===== src/rtl/hex_scroll_ctrl.sv =====
// hex_scroll_ctrl: message buffer plus a 6-character window scrolled across
// HEX5..HEX0 at a programmable rate.
//
// Configuration macro: SCROLL_BIDIR_EN
//   defined   -> dir selects left (0) or right (1) scrolling
//   undefined -> dir is ignored, only left scrolling is built
//
// Write port protocol: wr_en is a plain strobe with no back-pressure; the
// character on wr_data is stored at wr_addr on every clock edge where wr_en
// is high, in any state. Displayed characters change only when refetched.
module hex_scroll_ctrl #(
  parameter int MAX_LEN = 32,
  parameter int AW      = 5,
  parameter int CW      = 32
) (
  input  logic          CLOCK_50,
  input  logic          reset_n,
  input  logic          wr_en,
  input  logic [AW-1:0] wr_addr,
  input  logic [6:0]    wr_data,
  input  logic [AW:0]   msg_len,
  input  logic [CW-1:0] delay,
  input  logic          start,
  input  logic          pause,
  input  logic          dir,
  output logic [6:0]    HEX5,
  output logic [6:0]    HEX4,
  output logic [6:0]    HEX3,
  output logic [6:0]    HEX2,
  output logic [6:0]    HEX1,
  output logic [6:0]    HEX0,
  output logic          busy,
  output logic          wrap_pulse,
  output logic [1:0]    state_dbg
);

  typedef enum logic [1:0] {
    S_IDLE   = 2'd0,
    S_FILL   = 2'd1,
    S_RUN    = 2'd2,
    S_PAUSED = 2'd3
  } state_t;

  state_t        state_q, state_d;

  logic [6:0]    msg_buf [MAX_LEN];
  logic [6:0]    win_q   [6];

  logic [AW:0]   len_q;
  logic [CW-1:0] delay_q;
  logic [CW-1:0] count_q;
  logic [AW-1:0] head_q, tail_q;
  logic [AW-1:0] fill_ptr_q;
  logic [2:0]    fill_cnt_q;
  logic          wrap_q;

  // control strobes produced by the FSM and consumed by the datapath
  logic          do_load, do_stop, do_fill, do_count, do_shift;

  // modulo-len_q pointer helpers (compare-and-wrap, no division)
  logic [AW:0]   len_in;
  logic [AW-1:0] len_m1;
  logic [AW-1:0] fill_ptr_inc;
  logic [AW-1:0] head_inc, tail_inc;
  logic [AW-1:0] head_next, tail_next;
  logic [6:0]    new_char;
  logic          shift_right;

  // lengths above the buffer depth are clamped to the buffer depth
  assign len_in       = (msg_len > (AW+1)'(MAX_LEN)) ? (AW+1)'(MAX_LEN) : msg_len;
  assign len_m1       = AW'(len_q - (AW+1)'(1));
  assign fill_ptr_inc = (fill_ptr_q == len_m1) ? '0 : fill_ptr_q + AW'(1);
  assign head_inc     = (head_q == len_m1) ? '0 : head_q + AW'(1);
  assign tail_inc     = (tail_q == len_m1) ? '0 : tail_q + AW'(1);

`ifdef SCROLL_BIDIR_EN
  logic [AW-1:0] head_dec, tail_dec;

  assign head_dec    = (head_q == '0) ? len_m1 : head_q - AW'(1);
  assign tail_dec    = (tail_q == '0) ? len_m1 : tail_q - AW'(1);
  assign shift_right = dir;
  assign head_next   = dir ? head_dec : head_inc;
  assign tail_next   = dir ? tail_dec : tail_inc;
  assign new_char    = dir ? msg_buf[head_dec] : msg_buf[tail_inc];
`else
  logic unused_dir;

  assign unused_dir  = dir;
  assign shift_right = 1'b0;
  assign head_next   = head_inc;
  assign tail_next   = tail_inc;
  assign new_char    = msg_buf[tail_inc];
`endif

  // message buffer: synchronous write, never reset
  always_ff @(posedge CLOCK_50) begin
    if (wr_en) begin
      msg_buf[wr_addr] <= wr_data;
    end
  end

  // FSM state register
  always_ff @(posedge CLOCK_50 or negedge reset_n) begin
    if (!reset_n) begin
      state_q <= S_IDLE;
    end else begin
      state_q <= state_d;
    end
  end

  // FSM next state and datapath strobes; start outranks pause and shifts
  always_comb begin
    state_d  = state_q;
    do_load  = 1'b0;
    do_stop  = 1'b0;
    do_fill  = 1'b0;
    do_count = 1'b0;
    do_shift = 1'b0;
    if (start) begin
      if (len_in == '0) begin
        do_stop = 1'b1;
        state_d = S_IDLE;
      end else begin
        do_load = 1'b1;
        state_d = S_FILL;
      end
    end else begin
      case (state_q)
        S_IDLE: begin
          state_d = S_IDLE;
        end
        S_FILL: begin
          do_fill = 1'b1;
          if (fill_cnt_q == 3'd5) begin
            state_d = S_RUN;
          end
        end
        S_RUN, S_PAUSED: begin
          // pause freezes the count; a terminal count under pause waits
          // for release, and the release cycle itself counts/shifts
          if (pause) begin
            state_d = S_PAUSED;
          end else begin
            state_d = S_RUN;
            if (count_q == delay_q) begin
              do_shift = 1'b1;
            end else begin
              do_count = 1'b1;
            end
          end
        end
        default: begin
          state_d = S_IDLE;
        end
      endcase
    end
  end

  // window, pointers, tick counter and wrap pulse
  always_ff @(posedge CLOCK_50 or negedge reset_n) begin
    if (!reset_n) begin
      for (int k = 0; k < 6; k++) begin
        win_q[k] <= '0;
      end
      len_q      <= '0;
      delay_q    <= '0;
      count_q    <= '0;
      head_q     <= '0;
      tail_q     <= '0;
      fill_ptr_q <= '0;
      fill_cnt_q <= '0;
      wrap_q     <= 1'b0;
    end else begin
      wrap_q <= 1'b0;
      if (do_load) begin
        len_q      <= len_in;
        delay_q    <= delay;
        fill_ptr_q <= '0;
        fill_cnt_q <= '0;
        count_q    <= '0;
      end else if (do_stop) begin
        // an empty message blanks the display and stops
        for (int k = 0; k < 6; k++) begin
          win_q[k] <= '0;
        end
        count_q <= '0;
        head_q  <= '0;
        tail_q  <= '0;
      end else if (do_fill) begin
        win_q[3'd5 - fill_cnt_q] <= msg_buf[fill_ptr_q];
        fill_ptr_q               <= fill_ptr_inc;
        fill_cnt_q               <= fill_cnt_q + 3'd1;
        if (fill_cnt_q == 3'd5) begin
          // the last fetched index is what HEX0 shows
          head_q  <= '0;
          tail_q  <= fill_ptr_q;
          count_q <= '0;
        end
      end else if (do_count) begin
        count_q <= count_q + CW'(1);
      end else if (do_shift) begin
        count_q <= '0;
        if (shift_right) begin
          for (int k = 0; k < 5; k++) begin
            win_q[k] <= win_q[k+1];
          end
          win_q[5] <= new_char;
        end else begin
          for (int k = 5; k > 0; k--) begin
            win_q[k] <= win_q[k-1];
          end
          win_q[0] <= new_char;
        end
        head_q <= head_next;
        tail_q <= tail_next;
        if (head_next == '0) begin
          wrap_q  <= 1'b1;
          delay_q <= delay;
        end
      end
    end
  end

  // active-low segment drive; an all-zero window reads as blank
  assign HEX5       = ~win_q[5];
  assign HEX4       = ~win_q[4];
  assign HEX3       = ~win_q[3];
  assign HEX2       = ~win_q[2];
  assign HEX1       = ~win_q[1];
  assign HEX0       = ~win_q[0];
  assign busy       = (state_q != S_IDLE);
  assign wrap_pulse = wrap_q;
  assign state_dbg  = state_q;

endmodule


===== config.mk =====
export PLATFORM = sky130hd
export DESIGN_NAME = hex_scroll_ctrl
export DESIGN_NICKNAME = d
export VERILOG_FILES = /design/src/rtl/hex_scroll_ctrl.sv
export SDC_FILE = /design/constraint.sdc
export NUM_CORES = 1
export LEC_CHECK = 0
export ABC_AREA = 1
export CORE_UTILIZATION = 50
export CTS_CLUSTER_DIAMETER = 50
export DETAILED_ROUTE_END_ITERATION = 12
export GPL_TIMING_DRIVEN = 1
export HOLD_SLACK_MARGIN = 0.1
export PLACE_DENSITY = 0.66
export SYNTH_ARGS = -nofsm -noshare
export SYNTH_HDL_FRONTEND = slang
export SYNTH_SLANG_ARGS = --single-unit

===== constraint.sdc =====
create_clock -name CLOCK_50 -period 2.47 [get_ports CLOCK_50]
set_input_delay 0.6175 -clock CLOCK_50 [delete_from_list [all_inputs] [get_ports CLOCK_50]]
set_output_delay 0.6175 -clock CLOCK_50 [all_outputs]
set_load 0.01 [all_outputs]

After elaboration in Yosys (flattened, before gate mapping):

Memories as Yosys holds them, arrays and structs flattened.
Cells that the tools add are included.

* bits in registers: 132
* word-level logic and storage cells: 131
* input port bits: 56
* memories: 1
* output and inout port bits: 46
* bits in writable memories: 224

* order comparisons: 3
* reductions and logical operators: 16
* bitwise operators: 8
* add/sub/neg operators: 7
* muxes and demuxes: 66
* equality and inequality tests: 15

Memories
* msg_buf: depth 32, width 7, rd ports 2, clocked after memory_dff 0, wr ports 1, RTL line 46 `logic [6:0] msg_buf [MAX_LEN];`

Operators with widths (number)
* $mux 32: 12
* $mux 42: 4
* $mux 5: 16
* $bwmux 42: 1
* $not 7->7: 6
* $add 32x1->32 const B: 1
* $eq 32x32->1: 1
* $mux 1: 24
* $demux 7 s3: 1
* $add 5x1->5 const B: 3
* $eq 5x5->1: 3
* $mux 3: 3
* $reduce_bool 2->1: 4
* $mux 7: 1
* $gt 6x6->1 const B: 1
* $logic_not 6->1: 1
* $mux 6: 1
* $ne 2x2->1 const B: 3
* $ne 3x3->1 const B: 2
* $pmux 2 s3: 1
* $logic_not 5->1: 1
* $reduce_and 5->1: 1
* $reduce_bool 5->1: 1
* $sub 5x1->5 const B: 1
* 19 further kinds: 22

Longest topological paths before layout:

* depth in word-level cells: 10
* gate-level depth with buffers: 21
* depth with buffers taken out: 19

Least setup slack after synthesis:

No wires, ideal clock.

* path kind: register to register
* start point: reg len_q[0]
* end point: reg win_q[39] (netlist name)
* path buffers: 2
* cell stages (with the launch flop): 18
* data required time: 2.353 ns
* setup time: 0.117 ns
* clock period less this slack: 2.248 ns
* path slack: 0.222 ns
* arrival: 2.131 ns
* path through: dfrtp_1 > inv_2 > ha_1 > xnor2_1 > nor2_1 > nand2_1 > nor2_1 > nand2_2 > buf_6 > buf_4 > a21boi_0 > nand2_1 > nand3_1 > nand3_1 > nand2_1 > nand2_1 > nand3_1 > nand2_1

* cells in the longest elaborated chain, start to end: 8

Ends and longest elaborated chain
* start, declared: RTL line 49 `logic [AW:0] len_q;`
* start signal, assigned: RTL line 176 `len_q <= len_in;`
* $sub 5x1->5: RTL line 71 `assign len_m1 = AW'(len_q - (AW+1)'(1));`
* $eq 5x5->1: RTL line 74 `assign tail_inc = (tail_q == len_m1) ? '0 : tail_q + AW'(1);`
* $mux 5: RTL line 74
* $mem_v2 32x7
* $mux 42: RTL line 201 `end else if (do_shift) begin`
* $mux 42: RTL line 199 `end else if (do_count) begin`
* $mux 42: RTL line 189 `end else if (do_fill) begin`
* $mux 42: RTL line 181 `end else if (do_stop) begin`
* end signal, assigned by index: RTL line 190 `win_q[3'd5 - fill_cnt_q] <= msg_buf[fill_ptr_q];`
* end signal, assigned by index: RTL line 205 `win_q[k] <= win_q[k+1];`
* end signal, assigned by index: RTL line 210 `win_q[k] <= win_q[k-1];`
* end, declared: RTL line 47 `logic [6:0] win_q [6];`

No other way between the ends. The select of a mux whose other input is x is not followed.
A chain may end at the register's enable or synchronous reset.

Worst setup path in the final report:

* start point: reg len_q[0]
* end point: reg win_q[37] (netlist name)

Same word-level chain as after synthesis.

==> impl_metrics.csv <==
group,metric,value,unit
outcome,outcome,"complete, but fails checks",
outcome,failed_checks,"setup timing",
critical_path,slowest_stage,"dfrtp_1",
finish,instances_no_fill,2813,
place,port_buffers,100,
cts,cts_inserted_buffers,44,
cts,root_buffer,"clkbuf_16",
synthesis,synth_warnings,0,
sta,hold_viol_final,0,
floorplan,fp.coreArea,36520,um^2
sta,skew,0.02001,ns
cts,clkTransAtPathRegs,0.06,ns
cts,cts_sinks,356,
floorplan,initial_core_util,50.73,%
power,irDropWorstVdd,0.7185,mV
sta,fmaxAchievable,397.5,MHz
synthesis,seq_area_frac_synth,54.13,%
power,p_clk_share,26.0,%
global_routing,antenna_found_initial,0,
global_routing,grt_usage,29.76,%
power,power_density,1040,nW/um^2
synthesis,synth_top_area_cell,"edfxtp_1",
floorplan,die_w,194.5,um
drt,ant_nets,0,
critical_path,cp.arrival,2.97,ns
floorplan,die_y,194.5,um
place,dpl_cell_area,21180,um^2
cts,htreeDepth,2,
power,seqPwrFrac,29.0,%
place,place_worst_setup_slack,-0.2155,ns
synthesis,synthArstFlopShare,37.08,%
cts,cts_max_path_buffers,3,
sta,tightest_slew,0.5731,ns
global_routing,overflow,0,
run,drv_cap,0,
power,p_sw,9.358,mW
synthesis,synthFlopType,"edfxtp_1",
sta,setup_ws,-0.04554,ns
place,hpwl,36480,um
finish,layout-drive-gt1-share,16.03,%
synthesis,synth-seq-cells,356,
power,finalPower,24.15,mW
sta,finalSetupViolations,3,
cts,clkLatencyLatePin,0.58,ns
floorplan,ioPinCount,102,
critical_path,end_kind,"register",
sta,relSlewSlack,61.79,%
synthesis,synth_edf_count,224,
power,power_frac_comb,45.0,%
critical_path,required,2.92,ns
drt,vias_per_cell,5.913,
synthesis,synthTopCellsByArea,"edfxtp_1, dfrtp_1, nand2_1, nand3_1, o21ai_0",
drt,firstDrtPassIters,7,
synthesis,synthCells,2105,
drt,wl,56840,um
synthesis,syn_avg_cell_area,8.802,um^2
critical_path,cpPeakStageDelay,0.40,ns
floorplan,die_area,37830,um^2
global_routing,grt_pass1_vias,16060,
synthesis,yosysTopAreaCellShare,36.30,%
hold_path,hold_path.class,"register to register",
cts,cts_tree,"built",
place,gp_congestion,0.9043,
critical_path,cp_max_fo,12,
drt,drc,0,
drt,vias,16630,
synthesis,yosysUniqueCellTypes,54,
finish,fill_cells,2960,
finish,syn_to_final_growth,25.33,%
synthesis,syn_area,18530,um^2
power,sw_frac_of_total,38.75,%
sta,maxSlewViolCount,0,
critical_path,crit_type,"register to register",
sta,rsz0062_at_grt,"yes",
floorplan,num_rows,70,
finish,finalInstanceArea,23220,um^2
critical_path,critical_path.cell_chain,"inv_2 -> ha_4 -> inv_1 -> nand2_1 -> nand2_1 -> nand2_1 -> nand2_1 -> nand2_1 -> nor2_2 -> nand2_4 -> nand2_8 -> buf_12 -> buf_16 -> nand2_1 -> nand3_1 -> nand3_2 -> nand3_2 -> nand2_2 -> nand2_1 -> nand3_2 -> nand2_1",
critical_path,setup.worst_path.start_class,"register",
power,p_int,14.79,mW
global_routing,grt_first_pass_wirelength,87800,um
global_routing,grt_max_degree,60,
place,place_inst,2720,
finish,diodes,0,
drt,wl_per_cell,20.21,um
sta,min_period_over_period,101.8,%
critical_path,cpMostUsedCell,"nand2_1",
finish,nets,2373,
synthesis,syn_nets,2167,
sta,layout_min_cycle_time,2.516,ns
drt,drt_iter0_markers,1809,
power,p_leak,9.199,nW
[power groups by stage]
stage | logic (mW) | registers, mW | clock network, mW
5_1_grt | 11.6 | 7.05 | 6.58
3_3_place_gp | 9.25 | 7.10 | 0
6_report | 10.9 | 7.00 | 6.28
4_1_cts | 9.94 | 7.00 | 6.35
2_1_floorplan | 5.26 | 7.07 | 0
3_5_place_dp | 9.37 | 7.11 | 0
[final cells by class]
class / instances / area (um^2) / share of cell area (%)
Tap cell: 468 / 585.6 / 2.522
Timing Repair Buffer: 283 / 2998 / 12.91
Multi-Input combinational cell: 1472 / 7610 / 32.77
Clock buffer: 56 / 1217 / 5.242
Clock inverter: 24 / 198.9 / 0.8567
Inverter: 154 / 581.8 / 2.505
Sequential cell: 356 / 10030 / 43.20
[layer usage]
metal	GRT usage [%]	up-vias	wire length [um]
met4	12.17	0	1740
met3	5.084	128	5072
met2	46.29	844	26000
met1	41.42	7962	24030
li1	-	7700	-
met5	0	-	0
[path summary, 6_finish.rpt]
kind	slack [ns]	from	depth (start not counted)	endpoint
max in group asynchronous	1.35	reset_n	3	win_q[11]$_DFFE_PN0P_
worst min register to register	0.48	win_q[41]$_DFFE_PN0P_	2	win_q[41]$_DFFE_PN0P_
worst min-delay path	0.48	win_q[41]$_DFFE_PN0P_	2	win_q[41]$_DFFE_PN0P_
worst max-delay path	-0.05	len_q[0]$_DFFE_PN0N_	21	win_q[37]$_DFFE_PN0P_
worst max register to register	-0.05	len_q[0]$_DFFE_PN0N_	21	win_q[37]$_DFFE_PN0P_
min in group asynchronous	0.51	reset_n	2	delay_q[19]$_DFFE_PN0P_
[critical path, delay by kind of cell, from the launching register on]
kind | cells | cell delay [ns]
buffers and inverters | 4 | 0.43
and+or+nand+nor | 16 | 1.40
DFF | 1 | 0.40
adders and majority gates | 1 | 0.16
[synth_stat cells (11+ instances only)]
cell type / number
nand2_1: 426
nand3_1: 318
edfxtp_1: 224
nor2_1: 224
o21ai_0: 172
inv_1: 136
dfrtp_1: 132
clkbuf_1: 53
buf_2: 46
o21ai_1: 39
o22ai_1: 36
o211ai_1: 31
o221ai_1: 28
xnor2_1: 26
a21oi_1: 22
nor3_1: 19
nand4_1: 17
xor2_1: 17
inv_2: 16
buf_4: 11
[cells in the final DEF, fill, tap and decap left out, types with 6 or more instances in the layout]
cell and instances:
o21ai_2 8, o2111ai_1 7, edfxtp_1 224, xor2_1 16, xnor2_1 26, inv_1 134
o22ai_1 36, nor4_1 6, o221ai_1 28, nand3_2 33, nand4_1 17, buf_12 34
nand3_1 287, o211ai_1 31, dfrtp_1 131, nor2_2 12, clkbuf_16 49, nand2_1 415
o21a_2 6, a21oi_1 22, clkbuf_1 6, buf_4 128, o21ai_0 172, nor3_1 19
clkdlybuf4s50_1 99, nor2_1 220, o21ai_1 39, buf_6 10, clkinv_2 12, inv_2 16
nand2_2 14
[state kept, by name, indices dropped and copies added, names as in the netlist, 2 cells and up]
signal / cells
head_q: 5
win_q: 42
fill_ptr_q: 5
state_dbg: 2
len_q: 5
count_q: 32
fill_cnt_q: 3
tail_q: 5
msg_buf: 224
delay_q: 32
[repair_timing]
item	4_1_cts	5_1_grt
resized for setup	34	57
hold buffers	1	0
gates cloned	3	5
buffers inserted	2	3
setup endpoints to repair	33	57
pin swaps	5	22
hold endpoints to repair	33	0
[metrics by stage]
step                      hold slack (ns)  setup TNS [ns]  util (%)
after global routing               0.4940          -5.716     63.58
after global placement             0.4657          -11.80     57.99
after detailed placement           0.4656          -11.47     57.99
after CTS                          0.4813               0     62.51
after floorplan                    0.3219               0         -
final                              0.4757        -0.08219     63.58
[cells by family (layout without fill, tap and decap cells)]
logic type      after synthesis  count (layout)  synth area share [%]
compound gates              377             377                 12.31
xor+xnor                     43              43                 2.033
fa+ha+maj                     6               6                0.4051
buf+inv                     277             517                 6.415
flops                       356             356                 54.13
simple gates               1046            1046                 24.71
No activity file was read; power rests on OpenSTA's default activity.
